`config.mk`:
```
export PLATFORM = sky130hd
export DESIGN_NAME = cnn_layer_sequencer
export DESIGN_NICKNAME = d
export VERILOG_FILES = /design/src/rtl/cnn_pkg.sv /design/src/rtl/prob_argmax_serial.sv /design/src/rtl/cnn_layer_sequencer.sv
export SDC_FILE = /design/constraint.sdc
export NUM_CORES = 1
export LEC_CHECK = 0
export ABC_AREA = 1
export BUFFER_PORTS_ARGS = -buffer_cell sky130_fd_sc_hd__buf_2
export CELL_PAD_IN_SITES_DETAIL_PLACEMENT = 0
export CELL_PAD_IN_SITES_GLOBAL_PLACEMENT = 1
export CORE_ASPECT_RATIO = 1.5
export CORE_MARGIN = 1.5
export CORE_UTILIZATION = 45
export CTS_CLUSTER_SIZE = 16
export DETAILED_ROUTE_END_ITERATION = 12
export PLACE_DENSITY_LB_ADDON = 0.1
export REMOVE_ABC_BUFFERS = 1
export SETUP_SLACK_MARGIN = 0.4
export SKIP_LAST_GASP = 1
export SYNTH_ARGS = -nofsm -noshare
export SYNTH_HDL_FRONTEND = slang
export SYNTH_HIERARCHICAL = 1
export SYNTH_SLANG_ARGS = --single-unit
```
`constraint.sdc`:
```
create_clock -name i_clk -period 5.01 [get_ports i_clk]
set_input_delay 1.503 -clock i_clk [delete_from_list [all_inputs] [get_ports i_clk]]
set_output_delay 1.503 -clock i_clk [all_outputs]
set_load 0.02 [all_outputs]
```
`src/rtl/cnn_pkg.sv`:
```
// Shared types and constants for the CNN layer sequencer and its argmax scanner.
// Latency: n/a (declarations only).
// Backpressure: n/a.
package cnn_pkg;

    localparam int PROB_W    = 32;
    localparam int NUM_CLASS = 10;
    localparam int RESULT_W  = 4;

    // Reported when no valid winner exists (reset value, watchdog expiry)
    localparam logic [RESULT_W-1:0] RESULT_NONE = 4'd15;

    // One-hot sequencer states
    typedef enum logic [7:0] {
        S_IDLE = 8'b0000_0001,
        S_CONV = 8'b0000_0010,
        S_RELU = 8'b0000_0100,
        S_POOL = 8'b0000_1000,
        S_FC   = 8'b0001_0000,
        S_SCAN = 8'b0010_0000,
        S_DONE = 8'b0100_0000,
        S_ERR  = 8'b1000_0000
    } state_t;

endpackage

```
`src/rtl/prob_argmax_serial.sv`:
```
// Latches NUM_CLASS scores and serially finds the index of the largest (ties -> lowest index).
// Latency: NUM_CLASS cycles after i_load; o_done is high during the final comparison cycle.
// Backpressure: none; a new i_load restarts the scan and discards any scan in flight.
module prob_argmax_serial #(
    parameter int PROB_W    = cnn_pkg::PROB_W,
    parameter int NUM_CLASS = cnn_pkg::NUM_CLASS
) (
    input  logic                          i_clk,
    input  logic                          i_rst,
    input  logic                          i_load,
    input  logic [PROB_W*NUM_CLASS-1:0]   i_prob_flat,
    output logic                          o_done,
    output logic [cnn_pkg::RESULT_W-1:0]  o_best_idx
);
    import cnn_pkg::*;

    localparam logic [RESULT_W-1:0] LP_LAST = RESULT_W'(NUM_CLASS - 1);

    logic [NUM_CLASS-1:0][PROB_W-1:0] r_bank;
    logic [RESULT_W-1:0]              r_idx;
    logic [PROB_W-1:0]                r_best;
    logic [RESULT_W-1:0]              r_best_idx;
    logic                             r_run;
    logic [PROB_W-1:0]                w_cur;

    assign w_cur      = r_bank[r_idx];
    // The last comparison lands on the same edge the sequencer leaves SCAN,
    // so best_idx is final by the time the sequencer reads it in DONE.
    assign o_done     = r_run && (r_idx == LP_LAST);
    assign o_best_idx = r_best_idx;

    // Load the bank on i_load, then walk idx 0..NUM_CLASS-1 keeping the strict maximum
    always_ff @(posedge i_clk or negedge i_rst) begin
        if (!i_rst) begin
            r_bank     <= '0;
            r_idx      <= '0;
            r_best     <= '0;
            r_best_idx <= '0;
            r_run      <= 1'b0;
        end else if (i_load) begin
            r_bank <= i_prob_flat;
            r_idx  <= '0;
            r_run  <= 1'b1;
        end else if (r_run) begin
            // idx 0 seeds best; afterwards only a strictly larger score wins
            if ((r_idx == '0) || (w_cur > r_best)) begin
                r_best     <= w_cur;
                r_best_idx <= r_idx;
            end
            if (r_idx == LP_LAST) begin
                r_run <= 1'b0;
            end else begin
                r_idx <= r_idx + 1'b1;
            end
        end
    end

endmodule

```
`src/rtl/cnn_layer_sequencer.sv`:
```
// Sequences one inference conv->relu->pool->fc->argmax and reports the winning class.
// Latency: 1 + sum(stage cycles) + 10 scan + 1 done cycle from start sample to result_valid.
// Backpressure: stage advances only on qualified layer done; watchdog or abort return to IDLE.
module cnn_layer_sequencer #(
    parameter int          PROB_W      = cnn_pkg::PROB_W,
    parameter int          NUM_CLASS   = cnn_pkg::NUM_CLASS,
    parameter int unsigned TIMEOUT_CYC = 65535
) (
    input  logic                          i_clk,
    input  logic                          i_rst,
    input  logic                          i_start,
    input  logic                          i_abort,
    input  logic                          i_conv_done,
    input  logic                          i_relu_done,
    input  logic                          i_pool_done,
    input  logic                          i_fc_done,
    input  logic [PROB_W*NUM_CLASS-1:0]   i_prob_flat,
    output logic                          o_conv_enable,
    output logic                          o_relu_enable,
    output logic                          o_pool_enable,
    output logic                          o_fc_enable,
    output logic                          o_busy,
    output logic [cnn_pkg::RESULT_W-1:0]  o_result,
    output logic                          o_result_valid,
    output logic                          o_timeout_err
);
    import cnn_pkg::*;

    localparam bit          LP_WD_ON   = (TIMEOUT_CYC != 0);
    localparam logic [31:0] LP_WD_LAST = 32'(TIMEOUT_CYC) - 32'd1;

    state_t              r_state;
    logic                r_conv_en;
    logic                r_relu_en;
    logic                r_pool_en;
    logic                r_fc_en;
    logic                r_busy;
    logic [RESULT_W-1:0] r_result;
    logic                r_result_valid;
    logic                r_timeout_err;
    logic [31:0]         r_wd;

    state_t              w_next;
    logic                w_stage_done;
    logic                w_qual;
    logic                w_timeout;
    logic                w_load;
    logic                w_scan_done;
    logic [RESULT_W-1:0] w_best_idx;

    // A done seen in the first cycle of a stage (wd count 0) may be left over
    // from the previous run, so only later cycles can advance the stage.
    assign w_qual    = w_stage_done && (r_wd != '0);
    assign w_timeout = LP_WD_ON && (r_wd == LP_WD_LAST);
    assign w_load    = (r_state == S_FC) && (w_next == S_SCAN);

    // Select the done input that belongs to the current stage
    always_comb begin
        w_stage_done = 1'b0;
        case (r_state)
            S_CONV:  w_stage_done = i_conv_done;
            S_RELU:  w_stage_done = i_relu_done;
            S_POOL:  w_stage_done = i_pool_done;
            S_FC:    w_stage_done = i_fc_done;
            default: w_stage_done = 1'b0;
        endcase
    end

    // Next-state decision; abort outranks done and timeout
    always_comb begin
        w_next = r_state;
        if ((r_state != S_IDLE) && i_abort) begin
            w_next = S_IDLE;
        end else begin
            case (r_state)
                S_IDLE: if (i_start) w_next = S_CONV;
                S_CONV: if (w_timeout) w_next = S_ERR; else if (w_qual) w_next = S_RELU;
                S_RELU: if (w_timeout) w_next = S_ERR; else if (w_qual) w_next = S_POOL;
                S_POOL: if (w_timeout) w_next = S_ERR; else if (w_qual) w_next = S_FC;
                S_FC:   if (w_timeout) w_next = S_ERR; else if (w_qual) w_next = S_SCAN;
                S_SCAN: if (w_scan_done) w_next = S_DONE;
                S_DONE: w_next = S_IDLE;
                S_ERR:  w_next = S_IDLE;
                default: w_next = S_IDLE;
            endcase
        end
    end

    // Per-stage watchdog: cleared on every state change, saturates instead of wrapping
    always_ff @(posedge i_clk or negedge i_rst) begin
        if (!i_rst) begin
            r_wd <= '0;
        end else if (w_next != r_state) begin
            r_wd <= '0;
        end else if (r_wd != '1) begin
            r_wd <= r_wd + 32'd1;
        end
    end

    // State register plus registered enables, busy and result reporting
    always_ff @(posedge i_clk or negedge i_rst) begin
        if (!i_rst) begin
            r_state        <= S_IDLE;
            r_conv_en      <= 1'b0;
            r_relu_en      <= 1'b0;
            r_pool_en      <= 1'b0;
            r_fc_en        <= 1'b0;
            r_busy         <= 1'b0;
            r_result       <= RESULT_NONE;
            r_result_valid <= 1'b0;
            r_timeout_err  <= 1'b0;
        end else begin
            r_state        <= w_next;
            r_conv_en      <= (w_next == S_CONV);
            r_relu_en      <= (w_next == S_RELU);
            r_pool_en      <= (w_next == S_POOL);
            r_fc_en        <= (w_next == S_FC);
            r_busy         <= (w_next != S_IDLE);
            r_result_valid <= 1'b0;
            if ((r_state == S_IDLE) && i_start) begin
                r_timeout_err <= 1'b0;
            end
            if (w_next == S_ERR) begin
                r_timeout_err <= 1'b1;
            end
            if ((r_state == S_DONE) && !i_abort) begin
                r_result       <= w_best_idx;
                r_result_valid <= 1'b1;
            end
            if ((r_state == S_ERR) && !i_abort) begin
                r_result       <= RESULT_NONE;
                r_result_valid <= 1'b1;
            end
        end
    end

    prob_argmax_serial #(
        .PROB_W    (PROB_W),
        .NUM_CLASS (NUM_CLASS)
    ) u_argmax (
        .i_clk       (i_clk),
        .i_rst       (i_rst),
        .i_load      (w_load),
        .i_prob_flat (i_prob_flat),
        .o_done      (w_scan_done),
        .o_best_idx  (w_best_idx)
    );

    assign o_conv_enable  = r_conv_en;
    assign o_relu_enable  = r_relu_en;
    assign o_pool_enable  = r_pool_en;
    assign o_fc_enable    = r_fc_en;
    assign o_busy         = r_busy;
    assign o_result       = r_result;
    assign o_result_valid = r_result_valid;
    assign o_timeout_err  = r_timeout_err;

endmodule
```
==> run summary <==
The flow ran to the end, and the final reports show no timing, DRC or antenna violations. In this run the core area contains 95 standard-cell rows. The post-synthesis to final-layout area growth works out to 16.3%. The final total negative setup slack was 0 ns; the core area was 0.0449 sq mm. IR analysis of the VDD net gives a maximum drop of 0.000236 V.

CTS built an H-tree with a depth of 2. The congestion estimate from routability-driven global placement came to 0.884. The tree built by TritonCTS fans out to 412 sinks.

The buffers inserted during post-CTS setup optimization is 0. The cell seen most often among critical-path stages was sky130_fd_sc_hd__nand2_1. The initial antenna violation count is 0, and the clock tree buffer depth is 3. The floorplan step defined a die boundary enclosing 0.0470 sq mm. The number of remaining DRC errors was 0.

The largest net degree at the start of global routing is 211, and the count of nets after finishing is 3,233. The analysis attributes to cell leakage a power of 12.7 nW. For the met3 track demand over resource, the log shows 2.67%. Data arrives at the worst endpoint at 4.40 ns. Summed over all layers, the routed wires come to 59.5 mm. For this run, the register share of the synthesized area comes to 50.2%. Static timing analysis puts the maximum clock frequency at 252 MHz. Counting both buffers and inverters, the worst setup path holds a total of 2. Global routing used 25.6% of the available tracks. 339 I/O pins were placed. Measured along the y axis, the die boundary spans 265 um. Global routing consumed, on the met2 layer, 46.8% of the routing resources. The run gives 41.1 mm as the half-perimeter wire length of the detailed placement result.

Busiest layer in global routing: met2. Type of origin of the critical path: a flop. The class of the tightest hold or removal check is flop to flop. The later pin in the worst-skew pair is clocked with a latency of 0.54 ns.

The number of synthesized register bits is 412. Grouping stages by cell kind, the critical path spends the most delay in simple AND/OR/NAND/NOR gates. The die span in x is 178 um, and the total via count after detailed routing is 17,900.

Max-cap violations in this run came to 0. Setup violations remaining at the end of the flow were counted as 0. Synthesis handed over a netlist of 2,610 instances.

For the global-route track usage on met1, the log shows 30.8%. Power spread over the standard cell area amounts to 296 mW/mm^2. The mapped netlist covers 0.0206 sq mm.

The maximum fanout encountered on the critical timing path was 77; the number of global-route vias before repair was 18,100. The pin slew with the least headroom to its limit is 1.03 ns, and the post-detailed-route wirelength per cell is 17.1 um. After clock tree synthesis, the repair step resized 0 gates.

The number of flops mapped to enable cells by yosys was 0. The number of failing hold endpoints at the final stage came out at 0. The number of different library cells used by synthesis comes to 40. Headroom to the max-slew limit came out at 31.2%.

TritonCTS built the clock tree. For the post-route antenna net violation count, the log shows 0. Dividing the detail-routed via count by the number of cells gives 5.14.

The total clock buffers created by CTS is 43. Among all flip-flop cells after synthesis, the most frequent one is sky130_fd_sc_hd__dfrtp_1. The initial utilization of the core area, before any placement, comes to 45.8%.

Setup repair after global routing left no endpoint under its margin. The post-layout total power was 7.09 mW; the average cell area after synthesis was 7.88 sq um. After clock tree synthesis, the clock-pin slew on the worst setup and hold paths is 0.06 ns. The final core utilization was 53.2%. The first global-routing pass estimated 94.2 mm of wire.

Element type at the critical path end: a flop. Input and output buffers added on the ports amount to 338. Walking the worst path, the cells encountered are inv_4 > buf_4 > a21oi_1 > o21ai_1 > nand3_1 > nand3_1 > o21ai_1 > ha_1 > nand2_1 > nor3_2 > and3_1 > nand2_1 > nand2_1 > nand2_2 > nand2_4 > nand2_8 > nand2_1 > nand2_1. The number of pins with negative max-slew slack in the final report is 0. Critical path required time: 5.44 ns. 0 antenna diodes ended up in the layout. The first TritonRoute pass finished after 5 iterations. The clock period minus worst slack is 3.97 ns.

Among all stages on the critical path, the largest delay is contributed by sky130_fd_sc_hd__inv_4. The run gives 0 as the number of buffers inserted by hold repair at cts. Kind of critical path: flop to flop. Of the available clock period, the critical path in the final layout requires 79.2%. On the worst path, the slowest cell contributes a delay of 0.66 ns. The fraction of layout instances using a drive strength above 1 works out to 17.3%. The buffer type at the clock tree root was sky130_fd_sc_hd__clkbuf_16. The fraction of registers with async set or reset after synthesis works out to 100%.

Clock skew on the completed layout was measured at 0.0103 ns. The DRC violation total after the first TritonRoute iteration came out at 1,024. The yosys synthesis warning count is 6. For this run the aggregate overflow at the end of global routing stands at 0.
-- layout by cell type (no fill, tap or decap), types with 3 or more instances in the layout --
| cell type | Yosys | layout |
|---|---|---|
| sky130_fd_sc_hd__clkbuf_8 | 0 | 12 |
| sky130_fd_sc_hd__o21a_1 | 3 | 3 |
| sky130_fd_sc_hd__dfstp_2 | 5 | 5 |
| sky130_fd_sc_hd__inv_1 | 258 | 257 |
| sky130_fd_sc_hd__nand2_2 | 3 | 3 |
| sky130_fd_sc_hd__nand3_1 | 161 | 161 |
| sky130_fd_sc_hd__xnor2_1 | 5 | 5 |
| sky130_fd_sc_hd__o21ai_1 | 49 | 49 |
| sky130_fd_sc_hd__buf_2 | 55 | 337 |
| sky130_fd_sc_hd__xor2_1 | 15 | 15 |
| sky130_fd_sc_hd__buf_4 | 5 | 14 |
| sky130_fd_sc_hd__nand2_4 | 5 | 5 |
| sky130_fd_sc_hd__clkbuf_16 | 0 | 45 |
| sky130_fd_sc_hd__nand2_1 | 834 | 834 |
| sky130_fd_sc_hd__nor2_1 | 103 | 103 |
| sky130_fd_sc_hd__ha_1 | 38 | 38 |
| sky130_fd_sc_hd__a21oi_1 | 177 | 177 |
| sky130_fd_sc_hd__nor3_1 | 10 | 10 |
| sky130_fd_sc_hd__clkbuf_1 | 60 | 16 |
| sky130_fd_sc_hd__inv_2 | 7 | 6 |
| sky130_fd_sc_hd__o21ai_0 | 290 | 290 |
| sky130_fd_sc_hd__buf_12 | 0 | 10 |
| sky130_fd_sc_hd__nor3_2 | 33 | 33 |
| sky130_fd_sc_hd__nand3_2 | 5 | 5 |
| sky130_fd_sc_hd__nand4_1 | 23 | 23 |
| sky130_fd_sc_hd__dfrtp_1 | 407 | 404 |
| sky130_fd_sc_hd__nor2_2 | 9 | 9 |
| sky130_fd_sc_hd__nand3b_1 | 3 | 3 |
-- cell type report --
type | count | area [sq um]
fillers | 4451 | 21000
flip-flops and latches | 412 | 10300
multi-input cells | 1781 | 8460
repair buffers | 362 | 2010
clock buffers | 73 | 1350
inverters | 267 | 1020
well taps | 582 | 728
clock inverters | 3 | 20.0
-- Yosys cell counts (2+ instances only) --
cell type                  count  share of area [%]
sky130_fd_sc_hd__nand3b_1      3               0.11
sky130_fd_sc_hd__o21bai_1      2              0.073
sky130_fd_sc_hd__nand3_2       5               0.24
sky130_fd_sc_hd__o21a_1        3               0.11
sky130_fd_sc_hd__o21ai_0     290                7.1
sky130_fd_sc_hd__buf_6        17               0.93
sky130_fd_sc_hd__clkinv_1      2              0.037
sky130_fd_sc_hd__a21oi_1     177                4.3
sky130_fd_sc_hd__a21o_1        2              0.073
sky130_fd_sc_hd__nor3_1       10               0.24
sky130_fd_sc_hd__buf_1        10               0.18
sky130_fd_sc_hd__buf_2        55                1.3
sky130_fd_sc_hd__nand2_1     834                 15
sky130_fd_sc_hd__clkbuf_1     60                1.1
sky130_fd_sc_hd__nor2_2        9               0.27
sky130_fd_sc_hd__nand3_1     161                3.9
sky130_fd_sc_hd__xnor2_1       5               0.21
sky130_fd_sc_hd__inv_2         7               0.13
sky130_fd_sc_hd__o21ai_2       2              0.085
sky130_fd_sc_hd__nor3_2       33                1.6
sky130_fd_sc_hd__clkbuf_2      3              0.073
sky130_fd_sc_hd__ha_1         38                2.3
sky130_fd_sc_hd__nor2_1      103                1.9
sky130_fd_sc_hd__o21ai_1      49                1.2
sky130_fd_sc_hd__nor2_8        2               0.19
sky130_fd_sc_hd__dfstp_2       5               0.64
sky130_fd_sc_hd__nand2_4       5               0.27
sky130_fd_sc_hd__dfrtp_1     407                 50
sky130_fd_sc_hd__inv_1       258                4.7
sky130_fd_sc_hd__nand4_1      23               0.70
sky130_fd_sc_hd__xor2_1       15               0.64
sky130_fd_sc_hd__buf_4         5               0.18
sky130_fd_sc_hd__nand2_2       3              0.091
-- flip-flops by register name (all words and copies together) (netlist names), 4 cells and up --
name                 count
r_wd                    32
u_argmax/r_best         32
u_argmax/r_idx           4
u_argmax/r_bank        320
o_result                 4
u_argmax/o_best_idx      4
r_state                  8
-- final timing paths --
path                                     start                   end  slack (ns)  cells past startpoint
setup reg to reg             u_argmax/r_idx[0]   u_argmax/r_best[24]        1.04                     18
hold reg to reg            u_argmax/r_bank[27]   u_argmax/r_bank[27]        0.46                      2
max in group asynchronous                i_rst     u_argmax/r_idx[1]        3.00                      2
min in group asynchronous                i_rst  u_argmax/r_bank[142]        0.94                      1
hold / removal             u_argmax/r_bank[27]   u_argmax/r_bank[27]        0.46                      2
setup / recovery             u_argmax/r_idx[0]   u_argmax/r_best[24]        1.04                     18
-- cells by family after synthesis --
kind of cell    after synthesis  share of synthesized area (%)
compound gates              526                           12.9
xor+xnor                     20                          0.852
fa+ha+maj                    38                           2.31
buf+inv                     417                           8.68
flops                       412                           50.2
simple gates               1197                           25.0
-- per-layer routing --
metal	vias to the layer above	wire (um)
li1	8840	-
met1	8566	23900
met2	395	31600
met3	101	2140
met4	0	1900
met5	-	0
-- per-stage QoR --
step / worst slack [ns] / instances / hold slack (ns) / cell area [sq um]
finish: 1.04 / 3480 / 0.464 / 23900
global route: 0.622 / 3480 / 0.481 / 23900
CTS: 1.03 / 3480 / 0.468 / 23900
detailed placement: 1.04 / 3404 / 0.453 / 22500
global placement: 1.04 / 3404 / 0.449 / 22500
floorplan: -8.04 / 2460 / 0.437 / 19800
-- worst register-to-register path, delay by kind of cell, from the launching register on --
kind                       cells  cell delay, ns
DFF                            1            0.59
adders and majority gates      1            0.32
buffers and inverters          2            1.02
and+or+nand+nor               12            1.66
AOI/OAI and AO/OA              3            0.28
-- where the power goes --
part           leakage, nW  internal, mW  switching, mW  total (mW)
Combinational         7.29         0.183          0.380       0.563
Clock                0.664          1.82           1.30        3.12
Sequential            4.72          3.37         0.0286        3.40
(Power assumes the default switching activity.)
